**config.mk**
```make
export PLATFORM = sky130hd
export DESIGN_NAME = if_fetch_buf_flat
export DESIGN_NICKNAME = d
export VERILOG_FILES = /design/src/rtl/if_fetch_buf_if.sv /design/src/rtl/if_fetch_buf.sv /design/src/flat_wrapper.sv
export SDC_FILE = /design/constraint.sdc
export NUM_CORES = 1
export LEC_CHECK = 0
export ABC_CLOCK_PERIOD_IN_PS = 8300
export CORE_MARGIN = 3
export CORE_UTILIZATION = 58
export DETAILED_ROUTE_END_ITERATION = 8
export PLACE_DENSITY = 0.85
export SYNTH_ARGS = -nofsm -noshare
export SYNTH_HDL_FRONTEND = slang
export SYNTH_SLANG_ARGS = --single-unit
```
**constraint.sdc**
```tcl
create_clock -name clk -period 8.3 [get_ports clk]
set_clock_uncertainty 0.15 [all_clocks]
set_input_delay 1.66 -clock clk [delete_from_list [all_inputs] [get_ports clk]]
set_output_delay 1.66 -clock clk [all_outputs]
set_load 0.02 [all_outputs]
```
**src/rtl/if_fetch_buf_if.sv**
```systemverilog
// Fetch-stage bundle: PC/pipeline control in, instruction-memory handshake,
// and the FIFO head presented to the IF/ID register.
interface if_fetch_buf_if;
  logic [31:0] pc_i;
  logic        ce_i;
  logic        branch_flag_i;
  logic [5:0]  stall;
  logic        inst_req_o;
  logic [31:0] inst_addr_o;
  logic        inst_ack_i;
  logic [31:0] inst_rdata_i;
  logic        if_valid_o;
  logic [31:0] if_pc_o;
  logic [31:0] if_inst_o;
  logic        stallreq_o;

  modport master (
    input  pc_i, ce_i, branch_flag_i, stall, inst_ack_i, inst_rdata_i,
    output inst_req_o, inst_addr_o, if_valid_o, if_pc_o, if_inst_o, stallreq_o
  );

  modport slave (
    output pc_i, ce_i, branch_flag_i, stall, inst_ack_i, inst_rdata_i,
    input  inst_req_o, inst_addr_o, if_valid_o, if_pc_o, if_inst_o, stallreq_o
  );
endinterface

```
**src/rtl/if_fetch_buf.sv**
```systemverilog
// Instruction-fetch buffer: single-outstanding memory fetch feeding a small
// {pc, inst} FIFO toward IF/ID, with stall request and branch squash.
module if_fetch_buf #(
  parameter int unsigned DEPTH = 4
) (
  input  logic           clk,
  input  logic           rst,
  if_fetch_buf_if.master bus
);

  localparam int unsigned PW = (DEPTH > 1) ? $clog2(DEPTH) : 1;
  localparam int unsigned CW = $clog2(DEPTH + 1);

  typedef struct packed {
    logic [31:0] pc;
    logic [31:0] inst;
  } entry_t;

  typedef enum logic [1:0] {S_IDLE, S_BUSY, S_DISCARD} state_t;

  state_t          state_q, state_d;
  logic            busy, discard;
  logic [PW-1:0]   head_q, tail_q;
  logic [CW-1:0]   cnt_q;
  entry_t          mem_q [DEPTH];
  logic            ack, pop, push, can_accept, accept, fifo_valid;
  logic [CW:0]     credit;
  logic            unused_stall;

  assign unused_stall = ^bus.stall[5:2];

  // Handshake and flow-control decisions for this cycle
  assign ack        = bus.inst_ack_i & busy;
  assign fifo_valid = (cnt_q != '0);
  assign pop        = fifo_valid & ~bus.stall[1] & ~bus.branch_flag_i;
  assign push       = ack & ~discard & ~bus.branch_flag_i;
  // Slots already spoken for: buffered entries plus a live in-flight fetch
  assign credit     = {1'b0, cnt_q} + (CW+1)'(busy & ~discard) - (CW+1)'(pop);
  assign can_accept = (~busy | bus.inst_ack_i) & (credit < (CW+1)'(DEPTH));
  assign accept     = bus.ce_i & ~bus.branch_flag_i & ~bus.stall[0] & can_accept;
  assign bus.stallreq_o = bus.ce_i & ~bus.branch_flag_i & ~can_accept;

  // Request FSM: state register
  always_ff @(posedge clk) begin
    if (rst) state_q <= S_IDLE;
    else     state_q <= state_d;
  end

  // Request FSM: next state; a branch with an unacked fetch marks it for drop
  always_comb begin
    state_d = state_q;
    if (accept)                            state_d = S_BUSY;
    else if (ack)                          state_d = S_IDLE;
    else if (busy && bus.branch_flag_i)    state_d = S_DISCARD;
  end

  // Request FSM: outputs decoded from the state register
  always_comb begin
    busy           = 1'b0;
    discard        = 1'b0;
    bus.inst_req_o = 1'b0;
    case (state_q)
      S_BUSY:    begin busy = 1'b1; bus.inst_req_o = 1'b1; end
      S_DISCARD: begin busy = 1'b1; discard = 1'b1; bus.inst_req_o = 1'b1; end
      default:   ;
    endcase
  end

  // Request address held stable until the next accept
  always_ff @(posedge clk) begin
    if (rst)         bus.inst_addr_o <= '0;
    else if (accept) bus.inst_addr_o <= bus.pc_i;
  end

  // FIFO pointers and occupancy; a branch flushes everything
  always_ff @(posedge clk) begin
    if (rst || bus.branch_flag_i) begin
      head_q <= '0;
      tail_q <= '0;
      cnt_q  <= '0;
    end else begin
      if (push) tail_q <= tail_q + PW'(1);
      if (pop)  head_q <= head_q + PW'(1);
      case ({push, pop})
        2'b10:   cnt_q <= cnt_q + CW'(1);
        2'b01:   cnt_q <= cnt_q - CW'(1);
        default: cnt_q <= cnt_q;
      endcase
    end
  end

  always_ff @(posedge clk) begin
    if (push) mem_q[tail_q] <= '{pc: bus.inst_addr_o, inst: bus.inst_rdata_i};
  end

  // Head outputs come only from storage, never bypassed from memory data
  assign bus.if_valid_o = fifo_valid;
  assign bus.if_pc_o    = fifo_valid ? mem_q[head_q].pc   : '0;
  assign bus.if_inst_o  = fifo_valid ? mem_q[head_q].inst : '0;

endmodule

```
**src/flat_wrapper.sv**
```systemverilog
// flat-port wrapper written by rule: the top's interface ports become plain ports
module if_fetch_buf_flat 
#(
  parameter int unsigned DEPTH = 4
)
  (clk, rst, bus_pc_i, bus_ce_i, bus_branch_flag_i, bus_stall, bus_inst_ack_i, bus_inst_rdata_i, bus_inst_req_o, bus_inst_addr_o, bus_if_valid_o, bus_if_pc_o, bus_if_inst_o, bus_stallreq_o);
  if_fetch_buf_if bus_i ();
  input  logic clk;
  input  logic rst;
  input wire logic [$bits(bus_i.pc_i)-1:0] bus_pc_i;
  input wire logic [$bits(bus_i.ce_i)-1:0] bus_ce_i;
  input wire logic [$bits(bus_i.branch_flag_i)-1:0] bus_branch_flag_i;
  input wire logic [$bits(bus_i.stall)-1:0] bus_stall;
  input wire logic [$bits(bus_i.inst_ack_i)-1:0] bus_inst_ack_i;
  input wire logic [$bits(bus_i.inst_rdata_i)-1:0] bus_inst_rdata_i;
  output wire logic [$bits(bus_i.inst_req_o)-1:0] bus_inst_req_o;
  output wire logic [$bits(bus_i.inst_addr_o)-1:0] bus_inst_addr_o;
  output wire logic [$bits(bus_i.if_valid_o)-1:0] bus_if_valid_o;
  output wire logic [$bits(bus_i.if_pc_o)-1:0] bus_if_pc_o;
  output wire logic [$bits(bus_i.if_inst_o)-1:0] bus_if_inst_o;
  output wire logic [$bits(bus_i.stallreq_o)-1:0] bus_stallreq_o;
  assign bus_i.pc_i = bus_pc_i;
  assign bus_i.ce_i = bus_ce_i;
  assign bus_i.branch_flag_i = bus_branch_flag_i;
  assign bus_i.stall = bus_stall;
  assign bus_i.inst_ack_i = bus_inst_ack_i;
  assign bus_i.inst_rdata_i = bus_inst_rdata_i;
  assign bus_inst_req_o = bus_i.inst_req_o;
  assign bus_inst_addr_o = bus_i.inst_addr_o;
  assign bus_if_valid_o = bus_i.if_valid_o;
  assign bus_if_pc_o = bus_i.if_pc_o;
  assign bus_if_inst_o = bus_i.if_inst_o;
  assign bus_stallreq_o = bus_i.stallreq_o;
  if_fetch_buf #(.DEPTH(DEPTH)) u_core (.clk(clk), .rst(rst), .bus(bus_i));
endmodule
```
---- Word level (Yosys, flattened, before mapping) ----
Memories as Yosys holds them, arrays and structs flattened. A register that Yosys moved wholly into a read port is not among the register bits.
Index checks and enable logic that the tools add are counted.
W data, S select, Z words.
word-level totals
  flip-flop bits (word level) ............. 41
  bits in writable memories ............... 256
  bits of input ports ..................... 75
  output and inout bits ................... 99
  logic and storage cells ................. 56
  memories ................................ 1
memory list
  name          depth  bits a word  rd ports  clocked after Yosys merged registers in  wr ports  line                source
  u_core.mem_q  4      64           1         1                                        1         if_fetch_buf.sv:25  entry_t mem_q [DEPTH];
cells by class
  add/sub/neg operators ................... 6
  $lt $le $gt $ge ......................... 1
  eq/ne operators ......................... 4
  multiplexer cells ....................... 12
  bitwise operators ....................... 19
  reductions and logical operators ........ 7
operators with widths
  kind                   count
  $mux W32               2
  $and A1 B1 Y1          10
  $mux W1                7
  $not A1 Y1             6
  $pmux W3 S2            1
  $reduce_bool A3 Y1     2
  $add A2 B1 Y2 const B  2
  $add A3 B4 Y4          1
  $and A1 B4 Y4          1
  $eq A2 B1 Y1 const B   2
  $eq A2 B2 Y1 const B   2
  $lt A4 B3 Y1 const B   1
  $mux W2                2
  $not A1 Y4             1
  $sub A4 B1 Y4          1
  $add A3 B1 Y3 const B  1
  $reduce_or A3 Y1       1
  $sub A3 B1 Y3 const B  1
  $reduce_bool A2 Y1     1
  $reduce_or A2 Y1       1
  $logic_and A1 B1 Y1    1
  $logic_or A1 B1 Y1     1
  $or A1 B1 Y1           1

---- Depth between registers and ports, before layout ----
  word-level depth ........................ 10
  gate-level depth with buffers ........... 11
  mapped depth without buffers ............ 11

---- Worst setup path after synthesis ----
OpenSTA, ideal clock, no wires.
  path type ............................... in2out
  start ................................... input bus_branch_flag_i
  end ..................................... output bus_stallreq_o
  arrival time ............................ 4.047 ns
  data required time ...................... 6.490 ns
  path slack .............................. 2.443 ns
  cell stages on the path ................. 7
  buffers on the path ..................... 1
  cell sequence ........................... buf_6 > or4_1 > ha_1 > o311a_1 > o21ai_2 > nor4b_1 > a2111oi_0
between the ends
  cells in the longest elaborated chain, start to end .. 7
  elaborated cells between the ends (all ways) .. 8
  those cells by class .................... add/sub (1); order compare (1); bitwise (6)
RTL lines
  element            line                                    source
  from (decl)        flat_wrapper.sv:12                      input wire logic [$bits(bus_i.branch_flag_i)-1:0] bus_branch_flag_i;
  $not A1 Y1 (*)     if_fetch_buf.sv:35, if_fetch_buf.sv:41
  $and A1 B1 Y1      if_fetch_buf.sv:35                      assign pop = fifo_valid & ~bus.stall[1] & ~bus.branch_flag_i;
  $sub A4 B1 Y4      if_fetch_buf.sv:38                      assign credit = {1'b0, cnt_q} + (CW+1)'(busy & ~discard) - (CW+1)'(pop);
  $lt A4 B3 Y1       if_fetch_buf.sv:39                      assign can_accept = (~busy | bus.inst_ack_i) & (credit < (CW+1)'(DEPTH));
  $and A1 B1 Y1      if_fetch_buf.sv:39
  $not A1 Y1         if_fetch_buf.sv:41                      assign bus.stallreq_o = bus.ce_i & ~bus.branch_flag_i & ~can_accept;
  $and A1 B1 Y1 (*)  if_fetch_buf.sv:41
  to (decl)          flat_wrapper.sv:21                      output wire logic [$bits(bus_i.stallreq_o)-1:0] bus_stallreq_o;
Every way passes the cells marked *; elsewhere a longest branch is shown, timed or not.

---- Worst setup path in the final report ----
Same ends and word-level chain as after synthesis.

==> run metrics <==
outcome completed; gpl congestion 0.762; setup slack after layout 1.82 ns; Crit path arrival time 4.67 ns; DRT Pass-1 Iters 4; Worst-path clk slew 0.06 ns; top cell type's share of synthesized area 64.9%; largest net degree at the start of global routing 68; FP Rows 51; IO Pins 174; Final Total Pwr 3.08 mW; Sw Pwr 0.587 mW; initial antenna violation count 0; reg2reg setup slack 4.71 ns; CTS Root Cell clkbuf_16; Die Height 149 um; die area 22200 sq um; Finished Layout Cells 1084; CP Data Required Time 6.49 ns; Post-Syn Nets 715; Tot GR Track Use 20.5%; CTS Sinks 299; CP endpoint kind primary output; H-tree depth 1; TritonCTS buffer count 29; # Max-Cap Violations 0; worst vdd ir 0.171 mV; Vias 6061; Initial Util 59.8%; Post-DRT Antenna Nets 0; P per Cell Area 210 nW/um^2; Worst setup SP type input port; crit path max fanout 10; diodes inserted 0; top post-synthesis cells by count edfxtp_1 (256), and2_1 (68), mux4_2 (64), nand2b_1 (64), dfxtp_1 (43); Post-Syn Instances 630; post_cts resized 0; syn avg cell area 18.8 sq um; Syn-to-layout area delta 23.7%; first-pass GRT wire length 35500 um; DRC Markers 0; Worst-Skew Late Latency 0.53 ns; CP dominant cell by count clkdlybuf4s50_1; most common cell in the netlist edfxtp_1; Comb power frac 4.0%; vias in the first global route 6500; final critical-path share of the clock period 78.1%; max-slew violation count 0; ranking of synthesized cells by area edfxtp_1 (65%), mux4_2 (12%), dfxtp_1 (7.3%); Hold WC Path Type reg2reg; P_int 2.49 mW; sequential share of power 53.6%; Sw Share 19.0%; hold buffers post-CTS 0; clk buf depth 3; Setup Buffers After CTS 0; share of cells above drive strength 1 15.6%; worst r2r path cells 8; Syn Std Cell Area 11800 sq um; crit path kind in2out; ys async rst share 0%; Critical-path top delay cell clkdlybuf4s50_1; Final Setup Violations 0; hold_sp u_core.bus.inst_addr_o[8]; Leak 4.53 nW; register area share after synthesis 72.2%; CP Depth 8; I/O Buffers 169; final core utilization 74.0%; Final Hold Fails 0; Netlist cell types 38; post-detail-place hpwl 12800 um; Ys Warns 0; worst slack, placed 1.80 ns; Crit path max-delay family buffers and inverters; Hold Path Depth 0; CP bufs+invs 2; CTS tree yes; max_slew headroom 22.4%; Min Clock Period, post-route 6.48 ns; Seq cells post-synth 299; WL/cell 20.7 um; f_max 154 MHz; RSZ-0062 raised after global routing false; DR vias/cell 5.59; Die Width 149 um; hold path endpoint u_core.mem_q[1][40]; max incr delay on CP 0.68 ns; post-route setup TNS 0 ns; R2R Path End u_core.cnt_q[2]; Core Region 19800 sq um; initial drt markers 343; Yosys top cell by area edfxtp_1; clock network fraction of design power 42.4%; Primary FF master, synth edfxtp_1; placed cells 1030; crit path cell chain clkdlybuf4s50_1 > or4_1 > ha_1 > o311a_1 > o21ai_2 > nor4b_1 > a2111oi_0 > clkdlybuf4s50_1; final net count 881; final WL 22500 um; FF-to-FF Start u_core.cnt_q[2]; worst slew pin tran 1.16 ns; grt ovf 0; EDFF count, synth 256
-- stage by stage --
step | cell area, sq um | hold slack [ns]
4_1_cts | 14600 | 0.381
6_report | 14600 | 0.380
3_5_place_dp | 13700 | 0.368
5_1_grt | 14600 | 0.393
3_3_place_gp | 13700 | 0.335
2_1_floorplan | 11800 | 0.322
-- worst reg2reg max path, stage by stage, from the launching register on --
cell and delay (ns):
dfxtp_1 0.49, or3_2 0.97, nor3b_1 0.50, ha_1 0.28, inv_1 0.07, fa_1 0.43
xor2_1 0.17, or3_1 0.31, a21oi_1 0.15
-- layer usage --
metal / track usage, % / wire, um
met2: 34.5 / 11300
met1: 29.0 / 9180
met3: 3.37 / 1650
met5: 0 / 0
met4: 4.26 / 388
-- placed cells by master, fill, tap and decap left out, types with 2 or more instances in the layout --
| cell | netlist | routed |
|---|---|---|
| clkbuf_16 | 0 | 29 |
| bufinv_16 | 0 | 2 |
| dfxtp_1 | 43 | 41 |
| xnor2_1 | 3 | 3 |
| inv_1 | 10 | 10 |
| and2_4 | 0 | 4 |
| a21oi_1 | 4 | 4 |
| nor3b_1 | 2 | 2 |
| clkbuf_1 | 22 | 7 |
| mux4_2 | 64 | 64 |
| ha_1 | 9 | 9 |
| clkinv_2 | 0 | 5 |
| clkdlybuf4s50_1 | 0 | 168 |
| and2_1 | 68 | 64 |
| xor2_1 | 3 | 3 |
| nor2_1 | 16 | 16 |
| dfxtp_4 | 0 | 2 |
| mux2i_1 | 32 | 32 |
| edfxtp_1 | 256 | 256 |
| nand2b_1 | 64 | 64 |
| clkbuf_8 | 0 | 9 |
-- kinds of logic after synthesis --
group	count (synthesis)	synth area share (%)
mux	97	15.0
simple gates	161	8.29
fa+ha+maj	10	1.12
compound gates	11	0.761
buf+inv	46	2.18
flops	299	72.2
xor+xnor	6	0.444
-- layout make-up --
| type | count | area (sq um) |
|---|---|---|
| Inverter | 11 | 41.3 |
| Fill cell | 1177 | 5140 |
| Clock buffer | 45 | 876 |
| Timing Repair Buffer | 170 | 1690 |
| Sequential cell | 299 | 8560 |
| Clock inverter | 9 | 103 |
| Multi-Input combinational cell | 285 | 3040 |
| Tap cell | 265 | 332 |
-- power groups by stage --
stage	combinational (mW)	clock [mW]	sequential (mW)
5_1_grt	0.132	1.39	1.65
6_report	0.123	1.31	1.65
4_1_cts	0.124	1.33	1.65
3_3_place_gp	0.118	0	1.68
3_5_place_dp	0.123	0	1.68
2_1_floorplan	0.0509	0	1.69
-- state kept, by name, summed over array words and instances, names as in the netlist, named ones only --
signal,flops
u_core.head_q,2
u_core.cnt_q,3
u_core.tail_q,2
u_core.bus.inst_addr_o,32
u_core.mem_q,256
u_core.state_q,2
-- how the worst max path moves through the flow --
stage / start / end / slack (ns)
after floorplan: bus_branch_flag_i / bus_stallreq_o / 2.44
after global placement: bus_branch_flag_i / bus_stallreq_o / 1.93
after detailed placement: bus_branch_flag_i / bus_stallreq_o / 1.80
after CTS: bus_branch_flag_i / bus_stallreq_o / 1.76
after global routing: bus_branch_flag_i / bus_stallreq_o / 1.63
final: bus_branch_flag_i / bus_stallreq_o / 1.82
Note: power is estimated with default switching activity, not from simulation.
